### src/rtl/prbs_event_counter.sv
// Event counter for the PRBS checker statistics.
// Synchronous clear beats a coincident increment.
// Build option PRBS_CHECKER_SAT_EN: saturate at all-ones instead of wrapping.
module prbs_event_counter #(
  parameter int CNT_W = 32
) (
  input  logic             clk,
  input  logic             reset,
  input  logic             clear,
  input  logic             inc,
  output logic [CNT_W-1:0] count
);

  localparam logic [CNT_W-1:0] ONE = CNT_W'(1);

  // Count events; clear has priority, overflow behaviour chosen at build time
  always_ff @(posedge clk or posedge reset) begin
    if (reset) begin
      count <= '0;
    end else if (clear) begin
      count <= '0;
    end else if (inc) begin
`ifdef PRBS_CHECKER_SAT_EN
      if (count != '1) count <= count + ONE;
`else
      count <= count + ONE;
`endif
    end
  end

endmodule

### config.mk
export PLATFORM = sky130hd
export DESIGN_NAME = prbs_event_counter
export DESIGN_NICKNAME = d
export VERILOG_FILES = /design/src/rtl/prbs_event_counter.sv
export SDC_FILE = /design/constraint.sdc
export NUM_CORES = 1
export LEC_CHECK = 0
export ABC_AREA = 0
export CORE_MARGIN = 2
export CORE_UTILIZATION = 55
export CTS_CLUSTER_DIAMETER = 200
export CTS_CLUSTER_SIZE = 40
export DETAILED_ROUTE_END_ITERATION = 8
export PLACE_DENSITY = 0.89
export SLEW_MARGIN = 20
export SYNTH_ARGS = -nofsm -noshare
export SYNTH_HDL_FRONTEND = slang
export SYNTH_SLANG_ARGS = --single-unit
### constraint.sdc
create_clock -name clk -period 4.2 [get_ports clk]
set_clock_uncertainty 0.15 [all_clocks]
set_input_delay 0.84 -clock clk [delete_from_list [all_inputs] [get_ports clk]]
set_output_delay 0.84 -clock clk [all_outputs]
set_load 0.01 [all_outputs]
# --- Yosys cells after proc, flatten, opt, wreduce, memory -nomap -nowiden ---
# Cells that the tools add are included.
classes:
  bitwise_logic: 0
  shift: 0
  n_lt_le_gt_ge: 0
  n_eq_ne: 0
  add_sub_neg: 1
  reduce_logical: 1
  mul: 0
  mux: 2
  div_mod_pow: 0
op_table:
  columns: ["operator", "count"]
  rows:
  - ["2-to-1 mux 32 bit", 2]
  - ["adder 32 x 1 -> 32 bit, second input constant", 1]
  - ["nonzero test 2 bit", 1]
totals:
  output_inout_bits: 32
  reg_bits: 32
  latch_bits: 0
  memories: 0
  input_bits: 4
  ramBits: 0
  rom_bits: 0

# --- Longest topological paths before layout ---
# Gate-level depths: netlist of run 1.
depth:
  word_depth: 3
  depth_mapped: 7

# --- Worst setup path before layout of run 1 ---
# OpenSTA, ideal clock, no wires.
synth_timing:
  path_kind: "input port to flip-flop"
  startpoint: "input inc"
  endpoint: "register count[17]"
  slack_ps: 1452
  n_path_buf: 3
  setup_time_ps: 128
  arrival_time_ps: 2470
  stages: 7
  cell_sequence: "buf_4 > o2111ai_2 > buf_6 > or4_4 > buf_6 > nor4_4 > mux2_1"
synth_between:
  elab_chain_cells: 1
synth_rtl:
  columns: ["element", "line_no", "source"]
  rows:
  - ["start, declared", "10", "input logic inc,"]
  - ["nonzero test 2 bit (no line)", null, null]
  - ["end signal, assigned", "26", "count <= count + ONE;"]
  - ["end, declared", "11", "output logic [CNT_W-1:0] count"]
# No other way between the ends.
# A chain may end at the register's enable or synchronous reset.

# --- Final worst setup path of run 1 ---
layout_timing:
  startpoint: "input inc"
  endpoint: "register count[28]"
# Same word-level chain as after synthesis.

==> impl_metrics.yaml, run 1 <==
status:
  outcome: "complete, no violations"
global_route:
  grt_max_degree: 40
  grt_usage: 0.249
  grt_pass1_vias: 1513
  grt_pass1_wl_um: 6840
  grt-ovfl-total: 0
  antenna_found_initial: 0
clocking:
  post_cts_buffers: 0
  cts_tree: "yes"
  clockRootBuffer: "clkbuf_4"
  insertion_delay_ns: 0.34
  hold_buffers: 0
  cts_buffer_depth: 2
  clk_pin_slew_worst_paths_ns: 0.09
  cts_buffers: 5
  h-tree-depth: 2
  numClockSinks: 32
  post_cts_resized: 0
synth:
  synth_flop_cell: "dfrtp_1"
  yosys.area_share.simple: 0.290
  synth.distinct_cells: 33
  synth-seq-area-share: 0.458
  synth.most_common_cell: "dfrtp_1"
  synth.ff_latch_count: 32
  synth_xor_area_frac: 0.0601
  avgSynthCellArea_um2: 9.51
  synthTopCellsByArea: "dfrtp_1, nor2_1, or4_1, mux2_2, nand4_1"
  yosys-mux-area-fraction: 0.0508
  synth-compound-area-share: 0.0873
  synth_edf_count: 0
  postSynthCellCount: 184
  synth_nets: 189
  syn_area_mm2: 0.00175
  async_flop_share: 1.00
  yosys_warnings: 0
  synth_top_area_cell: "dfrtp_1"
  synth_top_family_by_area: "simple AND/OR/NAND/NOR gates"
  synth_top_area_share: 0.458
  synth_fa_ha_area_frac: 0.00715
  synthTopCellsByCount: "dfrtp_1, nor2_1, nand2_1"
critical_path:
  r2r-end: "count[28]"
  startpoint: "inc"
  regToRegSetupSlack_ns: 1.75
  start_kind: "input port"
  reg2reg_depth: 5
  cp.arrival_ns: 3.17
  cp.required_ns: 4.27
  endpoint_kind: "register"
  crit_fanout: 16
  regToRegStartpoint: "count[0]"
  critical_path_class: "in -> reg"
flow_run:
  drv_cap: 0
cells_and_area:
  num-fill-cells: 246
  stdcell_area_mm2: 0.00217
  area_growth_pct: 23.8
  drive_gt1_frac: 0.0872
  reg_top3: "count x32"
  antenna_cells: 0
  regMostFlops: "count"
  largest_reg_flops: 32
  fin_nets: 222
floorplan:
  die-height_um: 60.4
  core-area_mm2: 0.00303
  die_x_um: 60.4
  fp-row-count: 20
  fp.dieArea_mm2: 0.00365
  ios: 36
  start_util: 0.578
sta:
  finalWorstSetupSlack_ns: 1.09
  period_needed_ns: 3.11
  slew_headroom: 0.666
  tightestPinTransition_ns: 0.501
  totalNegativeSetupSlack_ns: 0
  period_share: 0.740
  grt_setup_unrepaired: "no"
  drv_slew: 0
  hold_violations: 0
  setup_viol: 0
  clock.fmax_ghz: 0.322
place:
  post_dp_cell_area_mm2: 0.00211
  numPortBuffers: 35
  hpwl_um: 2900
  gp_congestion: 0.804
  dp_slack_ns: 0.775
worst_hold_path:
  holdPathEnd: "count[31]"
  hold_path.class: "reg -> reg"
  worstHoldStart: "count[31]"
  whs_path_depth: 2
drt:
  drc_errors: 0
  routedWlPerCell_um: 15.7
  drt_first_pass_iters: 4
  viasPerCell: 5.94
  wl_um: 4120
  antenna_left: 0
  num_vias: 1557
  drtIter0Drc: 90
power:
  ir_worst_vdd_mv: 0.194
  p_leak_nw: 0.814
  power.density_mw_per_mm2: 244
-- worst max-delay path by stage --
stage                           end  cells after the start
final                     count[28]                      5
after global routing      count[24]                      5
after CTS                 count[28]                      5
after detailed placement  count[30]                      5
after global placement    count[28]                      5
after floorplan           count[17]                      7
-- cells by family (layout without fill, tap and decap cells) --
kind of cell / Yosys count / count (layout)
buffers and inverters: 16 / 50
and+or+nand+nor: 90 / 90
muxes: 8 / 8
xor gates and xnor gates: 12 / 12
adders and majority gates: 1 / 1
DFF: 32 / 32
AOI/OAI and AO/OA: 25 / 25
-- through the flow --
| stage | hold slack (ns) | cells | utilization | power, W |
|---|---|---|---|---|
| 6_report | 0.416 | 262 | 0.715 | 0.000529 |
| 2_1_floorplan | 0.422 | 184 | - | 0.000336 |
| 3_3_place_gp | 0.382 | 254 | 0.696 | 0.000347 |
| 5_1_grt | 0.456 | 262 | 0.715 | 0.000550 |
| 3_5_place_dp | 0.416 | 254 | 0.696 | 0.000349 |
| 4_1_cts | 0.428 | 262 | 0.715 | 0.000534 |
-- cell usage in the layout (no fill, tap or decap) --
cell / instances
o2111ai_2: 1
nor3_1: 5
xor2_1: 5
nor4_4: 1
clkdlybuf4s50_1: 35
clkbuf_1: 2
clkbuf_4: 5
nor3b_1: 1
or2_2: 2
inv_1: 5
xnor2_1: 7
dfrtp_1: 32
or4_4: 1
and4_1: 2
nand3_1: 3
nand4_1: 10
ha_1: 1
mux2i_1: 1
o21ai_0: 5
nand4bb_1: 1
mux2_1: 1
mux2_2: 6
buf_4: 2
o31ai_1: 7
or3_1: 6
nor2_1: 20
a21oi_1: 12
nor2b_1: 7
nand2_1: 15
nor4_1: 6
clkbuf_8: 1
and3_1: 1
or4_1: 9
-- metal layers --
| layer | share of wire | vias up | GRT usage | wire (um) |
|---|---|---|---|---|
| met2 | 0.51 | 65 | 0.415 | 2100 |
| li1 | - | 725 | - | - |
| met4 | 0.014 | 0 | 0.0921 | 56 |
| met1 | 0.42 | 759 | 0.316 | 1720 |
| met5 | 0 | - | 0 | 0 |
| met3 | 0.060 | 8 | 0.0618 | 248 |
-- area by class of cell --
type / instances / area, um^2 / share of cell area
inverters: 5 / 18.8 / 0.00867
flip-flops and latches: 32 / 801 / 0.370
clock buffers: 8 / 58.8 / 0.0272
repair buffers: 37 / 365 / 0.169
multi-input cells: 136 / 867 / 0.400
well taps: 44 / 55.1 / 0.0254
-- critical path: stages --
cell and delay [ns]:
clkdlybuf4s50_1 0.62, o2111ai_2 0.29, or3_1 0.66, nor4_1 0.39, mux2_2 0.38
-- where the power goes --
group	internal, W	switching (W)	total, W
Sequential	0.000310	0.00000337	0.000313
Combinational	0.0000108	0.0000185	0.0000292
Clock	0.0000826	0.000104	0.000187
Power figures use the tool's default switching activity.
==> inputs of run 2 (changes only) <==
--- a/config.mk
+++ b/config.mk
@@ -7,11 +7,11 @@
 export LEC_CHECK = 0
 export ABC_AREA = 0
 export CORE_MARGIN = 2
-export CORE_UTILIZATION = 55
+export CORE_UTILIZATION = 46
 export CTS_CLUSTER_DIAMETER = 200
 export CTS_CLUSTER_SIZE = 40
 export DETAILED_ROUTE_END_ITERATION = 8
-export PLACE_DENSITY = 0.89
+export PLACE_DENSITY = 0.8
 export SLEW_MARGIN = 20
 export SYNTH_ARGS = -nofsm -noshare
 export SYNTH_HDL_FRONTEND = slang
==> constraint.sdc (replaced) <==
create_clock -name clk -period 2.5 [get_ports clk]
set_clock_uncertainty 0.15 [all_clocks]
set_input_delay 0.5 -clock clk [delete_from_list [all_inputs] [get_ports clk]]
set_output_delay 0.5 -clock clk [all_outputs]
set_load 0.01 [all_outputs]
==> impl_metrics.yaml, run 2 (same netlist as run 1, synthesis figures left out) <==
power:
  finalPower_w: 0.000988
  power.density_mw_per_mm2: 426
  p_leak_nw: 0.906
  ir_worst_vdd_mv: 0.365
sta:
  drv_slew: 0
  clock.fmax_ghz: 0.428
  grt_setup_unrepaired: "no"
  setup_viol: 0
  totalNegativeSetupSlack_ns: 0
  hold_violations: 0
  tightestPinTransition_ns: 0.426
  period_share: 0.934
  finalWorstSetupSlack_ns: 0.166
  period_needed_ns: 2.33
  slew_headroom: 0.714
clocking:
  clockRootBuffer: "clkbuf_8"
  cts_buffer_depth: 2
  numClockSinks: 32
  cts_buffers: 5
  clk_pin_slew_worst_paths_ns: 0.07
  insertion_delay_ns: 0.28
  cts_tree: "yes"
  h-tree-depth: 2
  post_cts_buffers: 0
floorplan:
  ios: 36
  core-area_mm2: 0.00366
  die_x_um: 65.7
  fp.dieArea_mm2: 0.00431
  die-height_um: 65.7
  fp-row-count: 22
  start_util: 0.478
cells_and_area:
  antenna_cells: 0
  largest_reg_flops: 32
  reg_top3: "count x32"
  fin_nets: 235
  final_common_cell: "clkdlybuf4s50_1"
  num-fill-cells: 292
  fin_util: 0.634
  area_growth_pct: 32.7
  regMostFlops: "count"
  drive_gt1_frac: 0.143
  stdcell_area_mm2: 0.00232
  layout_common_cells: "clkdlybuf4s50_1, dfrtp_1, nor2_1"
critical_path:
  start_kind: "register"
  crit_fanout: 9
  r2r-end: "count[28]"
  cp.arrival_ns: 2.35
  regToRegSetupSlack_ns: 0.17
  endpoint_kind: "register"
  critical_path_class: "reg -> reg"
  cp.required_ns: 2.51
  regToRegStartpoint: "count[8]"
  reg2reg_depth: 4
place:
  dp_slack_ns: -0.275
  numPortBuffers: 35
  hpwl_um: 2810
  post_dp_cell_area_mm2: 0.00221
  gp_congestion: 0.802
drt:
  drc_errors: 0
  antenna_left: 0
  routedWlPerCell_um: 14.6
  drtIter0Drc: 89
  viasPerCell: 5.68
  num_vias: 1584
  wl_um: 4080
  drt_first_pass_iters: 4
status:
  outcome: "complete, no violations"
global_route:
  grt_pass1_wl_um: 6940
  grt_pass1_vias: 1505
  grt-ovfl-total: 0
  antenna_found_initial: 0
  grt_max_degree: 40
  grt_usage: 0.213
flow_run:
  drv_cap: 0
worst_hold_path:
  hold_path.class: "reg -> reg"
  whs_path_depth: 2
  worstHoldStart: "count[22]"
  holdPathEnd: "count[22]"
[run 2: cell types whose count changed in the layout (fill, tap and decap cells not counted)]
cell,change
buf_4,+13
clkdlybuf4s50_1,-2
or3_1,-1
o2111ai_4,+1
clkbuf_8,+5
clkbuf_4,-5
dlymetal6s2s_1,+2
o2111ai_2,-1
or3_4,+1
[run 2: power by group]
group          internal [W]  switching (W)  total (W)  leakage [nW]
Clock              0.000224       0.000182   0.000406        0.0455
Sequential         0.000521     0.00000231   0.000523         0.446
Combinational     0.0000225      0.0000363  0.0000588         0.415
Total              0.000768       0.000221   0.000988         0.906
[run 2: worst max-delay path by stage]
stage	start	to	slack [ns]	depth (start not counted)
global placement	clear	count[17]	-0.20	5
detailed placement	clear	count[17]	-0.28	5
floorplan	inc	count[17]	0.09	7
CTS	clear	count[17]	0.02	5
global route	count[8]	count[30]	0.09	4
finish	count[8]	count[28]	0.17	4
[run 2: cell type report]
type                       instances  area (um^2)  share of cell area
inverter                           5         18.8             0.00809
sequential                        32          801               0.345
tap                               48         60.1              0.0259
timing repair buffer              50          468               0.202
multi-input combinational        136          883               0.381
clock buffer                       8         90.1              0.0388
[run 2: what timing repair did]
action | CTS | global route
setup endpoints to repair | 0 | 7
resized for setup | 0 | 4
endpoints found under the hold margin | 0 | 0
hold buffers | 0 | 0
[run 2: worst max-delay path: stages, from the launching register on]
cell     delay, ns
dfrtp_1       0.45
nand4_1       0.14
or4_1         0.69
nor4_1        0.40
mux2_2        0.38
[run 2: per-stage QoR]
step	hold WS, ns	cells
5_1_grt	0.464	279
6_report	0.424	279
3_5_place_dp	0.418	271
3_3_place_gp	0.390	271
4_1_cts	0.427	279
2_1_floorplan	0.422	184
[run 2: per-layer routing]
metal	GRT usage	wire [um]	up-vias	share of wire
met5	0	0	-	0
met4	0.107	96	0	0.024
met3	0.0428	231	10	0.057
met2	0.319	1910	65	0.47
met1	0.291	1840	753	0.45
li1	-	-	756	-
==> inputs of run 3 (changes only) <==
--- a/config.mk
+++ b/config.mk
@@ -7,11 +7,11 @@
 export LEC_CHECK = 0
 export ABC_AREA = 0
 export CORE_MARGIN = 2
-export CORE_UTILIZATION = 46
+export CORE_UTILIZATION = 55
 export CTS_CLUSTER_DIAMETER = 200
-export CTS_CLUSTER_SIZE = 40
+export CTS_CLUSTER_SIZE = 30
 export DETAILED_ROUTE_END_ITERATION = 8
-export PLACE_DENSITY = 0.8
+export PLACE_DENSITY = 0.89
 export SLEW_MARGIN = 20
 export SYNTH_ARGS = -nofsm -noshare
 export SYNTH_HDL_FRONTEND = slang
==> constraint.sdc (replaced) <==
create_clock -name clk -period 2.9 [get_ports clk]
set_clock_uncertainty 0.15 [all_clocks]
set_input_delay 0.58 -clock clk [delete_from_list [all_inputs] [get_ports clk]]
set_output_delay 0.58 -clock clk [all_outputs]
set_load 0.01 [all_outputs]
==> impl_metrics.yaml, run 3 (same netlist as run 1, synthesis figures left out) <==
cells_and_area:
  fin_nets: 225
  drive_gt1_frac: 0.100
  stdcell_count: 264
  largest_reg_flops: 32
  regMostFlops: "count"
  reg_top3: "count x32"
  final_common_cell: "clkdlybuf4s50_1"
  layout_common_cells: "clkdlybuf4s50_1, dfrtp_1, nor2_1"
  num-fill-cells: 227
  area_growth_pct: 24.4
  antenna_cells: 0
clocking:
  numClockSinks: 32
  hold_buffers: 0
  cts_tree: "yes"
  clockRootBuffer: "clkbuf_4"
  cts_buffers: 5
  post_cts_resized: 0
  h-tree-depth: 2
  cts_buffer_depth: 2
  post_cts_buffers: 0
  insertion_delay_ns: 0.34
  clk_pin_slew_worst_paths_ns: 0.09
power:
  power.density_mw_per_mm2: 336
  finalPower_w: 0.000732
  comb_power_share: 0.060
  clockPowerShare: 0.320
  power_switching_w: 0.000177
  p_seq_frac: 0.620
  p_leak_nw: 0.823
  ir_worst_vdd_mv: 0.238
  sw_frac_of_total: 0.242
  p_int_w: 0.000554
critical_path:
  regToRegSetupSlack_ns: 0.48
  crit_fanout: 15
  reg2reg_depth: 5
  endpoint_kind: "register"
  r2r-end: "count[28]"
  cp.arrival_ns: 2.61
  start_kind: "input port"
  critical_path_class: "in -> reg"
  cp.required_ns: 2.97
  regToRegStartpoint: "count[1]"
floorplan:
  ios: 36
  core-area_mm2: 0.00303
  die_x_um: 60.4
  fp.dieArea_mm2: 0.00365
  start_util: 0.578
  die-height_um: 60.4
  fp-row-count: 20
drt:
  wl_um: 4190
  drtIter0Drc: 132
  num_vias: 1578
  viasPerCell: 5.98
  routedWlPerCell_um: 15.9
  drt_first_pass_iters: 4
  antenna_left: 0
  drc_errors: 0
global_route:
  grt_usage: 0.254
  grt_pass1_vias: 1473
  antenna_found_initial: 0
  grt_pass1_wl_um: 6810
  grt_max_degree: 40
  grt-ovfl-total: 0
sta:
  clock.fmax_ghz: 0.394
  setup_viol: 0
  slew_headroom: 0.705
  tightestPinTransition_ns: 0.442
  period_needed_ns: 2.54
  hold_violations: 0
  drv_slew: 0
  period_share: 0.876
  whs_ns: 0.419
  totalNegativeSetupSlack_ns: 0
  grt_setup_unrepaired: "no"
  finalWorstSetupSlack_ns: 0.361
status:
  outcome: "complete, no violations"
worst_hold_path:
  hold_path.class: "reg -> reg"
  holdPathEnd: "count[31]"
  worstHoldStart: "count[31]"
  whs_path_depth: 2
place:
  numPortBuffers: 35
  dp.cells: 257
  gp_congestion: 0.824
  dp_slack_ns: 0.0296
  hpwl_um: 2870
flow_run:
  drv_cap: 0
-- run 3: cell count changes in the layout (fill, tap and decap cells not counted), moves of 2 or more --
| cell | before | now |
|---|---|---|
| clkbuf_4 | 0 | 5 |
| clkbuf_8 | 6 | 0 |
| dlymetal6s2s_1 | 2 | 0 |
| buf_4 | 15 | 5 |
| clkdlybuf4s50_1 | 33 | 35 |
-- run 3: per-stage QoR --
step           utilization  cell area [um^2]
3_3_place_gp         0.703              2130
3_5_place_dp         0.703              2130
4_1_cts              0.719              2180
5_1_grt              0.719              2180
6_report             0.719              2180
2_1_floorplan            -              1750
-- run 3: final cells by class --
cell class                      count  area [um^2]  area share
Sequential cell                    32          801       0.368
Clock inverter                      1         5.00     0.00230
Timing Repair Buffer               40          388       0.178
Multi-Input combinational cell    136          867       0.399
Inverter                            5         18.8     0.00863
Tap cell                           44         55.1      0.0253
Clock buffer                        6         41.3      0.0190
-- run 3: worst max-delay path by stage --
stage,start,endpoint,slack [ns],depth (start not counted)
floorplan,inc,count[17],0.41,7
global placement,clear,count[17],0.11,5
detailed placement,clear,count[28],0.03,5
CTS,clear,count[28],0.37,5
global route,clear,count[28],0.21,5
finish,clear,count[28],0.36,5
-- run 3: critical path, stage by stage --
cell and delay (ns):
clkdlybuf4s50_1 0.50, o2111ai_2 0.18, or3_1 0.59, nor4_1 0.38, mux2_2 0.37
-- run 3: routing by layer --
layer / global-route usage / wire, um
met5: 0 / 0
met4: 0.0698 / 44
met3: 0.0661 / 265
met2: 0.416 / 2080
met1: 0.338 / 1800
-- run 3: power groups by stage --
stage	logic [W]	clock network (W)	registers, W
after floorplan	0.0000243	0	0.000463
after global placement	0.0000418	0	0.000462
after detailed placement	0.0000440	0	0.000462
after CTS	0.0000440	0.000238	0.000454
after global routing	0.0000488	0.000255	0.000455
final	0.0000437	0.000234	0.000454
==> edit: new RTL, config.mk and constraints of run 2 <==
Change the parameter `CNT_W` from 32 to 64.
--- a/src/rtl/prbs_event_counter.sv
+++ b/src/rtl/prbs_event_counter.sv
@@ -4,3 +4,3 @@
 module prbs_event_counter #(
-  parameter int CNT_W = 32
+  parameter int CNT_W = 64
 ) (
Interface: changed (resized count); port bits go from 36 to 68. No check against the original RTL was run, so the function may have changed too.
==> edit against run 2 <==
Worst setup slack worse by 0.071 ns. Sequential cell count is 32 higher. Register-to-register slack worse by 0.03 ns. Area after synthesis is 94% higher. Final area is 96% higher. Wire length is 110% higher. Cell count is 97% higher. Power is 100% higher. Largest power group unchanged. Highest routed layer unchanged.
==> edit: results (changes against run 2) <==
| Metric | Value |
|---|---|
| Largest net degree at the start of global routing | 68 (was 40) |
| Cells after DPL | 535 (was 271) |
| Crit path largest cell delay | 0.52 ns (was 0.69 ns) |
| Postcts setup bufs | 0 (unchanged) |
| Worst reg2reg path endpoint | count[45] (was count[28]) |
| Hold Path Origin | clear (was count[22]) |
| Slew Limit Headroom | 0.551 (was 0.714) |
| CP Max Fanout | 16 (was 9) |
| Critical-path top delay cell | clkdlybuf4s50_1 (was or4_1) |
| Syn Area/Cell | 9.33 um^2 (was 9.51 um^2) |
| Diodes inserted | 0 (unchanged) |
| Peak VDD IR | 0.000303 V (was 0.000365 V) |
| Detailed Route Iter0 Violations | 214 (was 89) |
| Hold path cells | 2 (unchanged) |
| Hold_ws | 0.284 ns (was 0.424 ns) |
| CTS Buffer Depth | 2 (unchanged) |
| Final setup violation count | 0 (unchanged) |
| Top flop regs | count (64) (was count (32)) |
| Via/cell ratio | 5.74 (was 5.68) |
| Largest cells by area after synthesis | dfrtp_1 47%, xor2_1 5.4%, nor2_1 5.3% (was dfrtp_1 46%, nor2_1 4.3%, or4_1 3.9%) |
| Ys flop type | dfrtp_1 (unchanged) |
| Fill cells | 597 (was 292) |
| Reg2reg start | count[30] (was count[8]) |
| Register area share after synthesis | 0.471 (was 0.458) |
| Nets@finish | 452 (was 235) |
| Status | finished, final reports clean (unchanged) |
| FF-to-FF path depth | 6 (was 4) |
| Number of global-route vias before repair | 3,074 (was 1,505) |
| Hold Path End | count[0] (was count[22]) |
| Async set-reset flop share out of synthesis | 1.00 (unchanged) |
| HP Class | in2reg (was reg2reg) |
| Clock transition at path regs | 0.07 ns (about the same) |
| Initial antenna violation count | 0 (unchanged) |
| CTS buffer count | 9 (was 5) |
| Met1 Use GR | 0.288 (was 0.291) |
| Top cells by instance count after synthesis | 64 x dfrtp_1, 48 x nor2_1, 25 x nand2_1, 25 x nand4_1, 23 x a21oi_1 (was 32 x dfrtp_1, 20 x nor2_1, 15 x nand2_1) |
| Yosys warns | 0 (unchanged) |
| H-tree depth | 3 (was 2) |
| Routed len/inst | 15.6 um (was 14.6 um) |
| Dpl hpwl | 5.94 mm (was 2.81 mm) |
| Via count | 3,162 (was 1,584) |
| Lkg Pwr | 1.77 nW (was 0.906 nW) |
| Iteration count of the initial detailed-routing pass | 4 (unchanged) |
| Clock root cell | clkbuf_8 (unchanged) |
| Met3 GRT Util | 0.0436 (was 0.0428) |
| Latest clock arrival within the worst-skew pair | 0.34 ns (was 0.28 ns) |
| Ratio of cells with drive above 1 in the final layout | 0.122 (was 0.143) |
| GP Congestion | 0.855 (was 0.802) |
| Cell Area, Placed | 4330 um^2 (was 2210 um^2) |
| GR Util All Layers | 0.217 (was 0.213) |
| Syn nets | 369 (was 189) |
| Reg-to-reg setup timing slack | 0.14 ns (was 0.17 ns) |
| First-pass GRT wire length | 14.4 mm (was 6.94 mm) |
| IO buf count | 67 (was 35) |
| GR Util met2 | 0.353 (was 0.319) |
| Yosys cell types | 38 (was 33) |
-- edit: changes by cell type after synthesis, sizes merged, moves of 5 or more --
| cell | before | now |
|---|---|---|
| dfrtp | 32 | 64 |
| nor2 | 20 | 48 |
| nand4 | 10 | 27 |
| xor2 | 5 | 21 |
| nand3 | 3 | 15 |
| a21oi | 12 | 23 |
| clkbuf | 4 | 14 |
| nand2 | 15 | 25 |
| and3 | 1 | 8 |
| o31ai | 7 | 13 |
| nor4 | 7 | 12 |
| or3 | 6 | 11 |
| xnor2 | 7 | 12 |
-- edit: cell families after synthesis --
family / Yosys count / share of synthesized area
AOI/OAI and AO/OA: 51 / 0.0913
xor gates and xnor gates: 33 / 0.0851
adders and majority gates: 1 / 0.00368
buffers and inverters: 27 / 0.0328
DFF: 64 / 0.471
muxes: 6 / 0.0195
and+or+nand+nor: 182 / 0.296
-- edit: critical path: cells and delay by family --
family / cells / cell delay (ns)
buffers and inverters: 2 / 0.73
AND/OR/NAND/NOR: 3 / 0.73
multiplexers: 1 / 0.37
AO/OA/AOI/OAI: 1 / 0.16
-- edit: what timing repair did --
action	CTS	global route
endpoints found under the hold margin	0	0
gates resized for setup	0	4
hold buffers	0	0
endpoints found under the setup margin	0	3
-- edit: power breakdown --
part	switching (mW)	internal, mW	total, mW
clock network	0.382	0.512	0.895
logic	0.0493	0.0236	0.0729
registers	0.00518	1.04	1.04
total	0.437	1.57	2.01
-- edit: area by class of cell --
class                           instances  area (um^2)  area share
Inverter                                7         26.3     0.00578
Sequential cell                        64         1600       0.352
Tap cell                               99          124      0.0273
Timing Repair Buffer                   92          891       0.196
Multi-Input combinational cell        273         1700       0.375
Clock buffer                           13          159      0.0350
Clock inverter                          3         40.0     0.00881
-- edit: routing by layer --
metal  up-vias  share of wire
li1       1493              -
met1      1538           0.45
met2       116           0.47
met3        15          0.064
met4         0          0.019
met5         -              0
-- edit: worst max path at each step --
stage	to	slack [ns]	startpoint
after floorplan	count[61]	0.08	clear
after global routing	count[40]	0.04	count[0]
final	count[61]	0.09	inc
after global placement	count[61]	-0.24	inc
after CTS	count[61]	0.06	inc
after detailed placement	count[45]	-0.31	inc
-- edit: metrics by stage --
stage / setup WS (ns) / total power, mW / setup TNS, ns / utilization
floorplan: 0.0842 / 1.11 / 0 / -
global placement: -0.244 / 1.14 / -2.57 / 0.600
detailed placement: -0.310 / 1.14 / -4.08 / 0.600
CTS: 0.0555 / 2.02 / 0 / 0.627
global route: 0.0417 / 2.07 / 0 / 0.630
finish: 0.0944 / 2.01 / 0 / 0.630
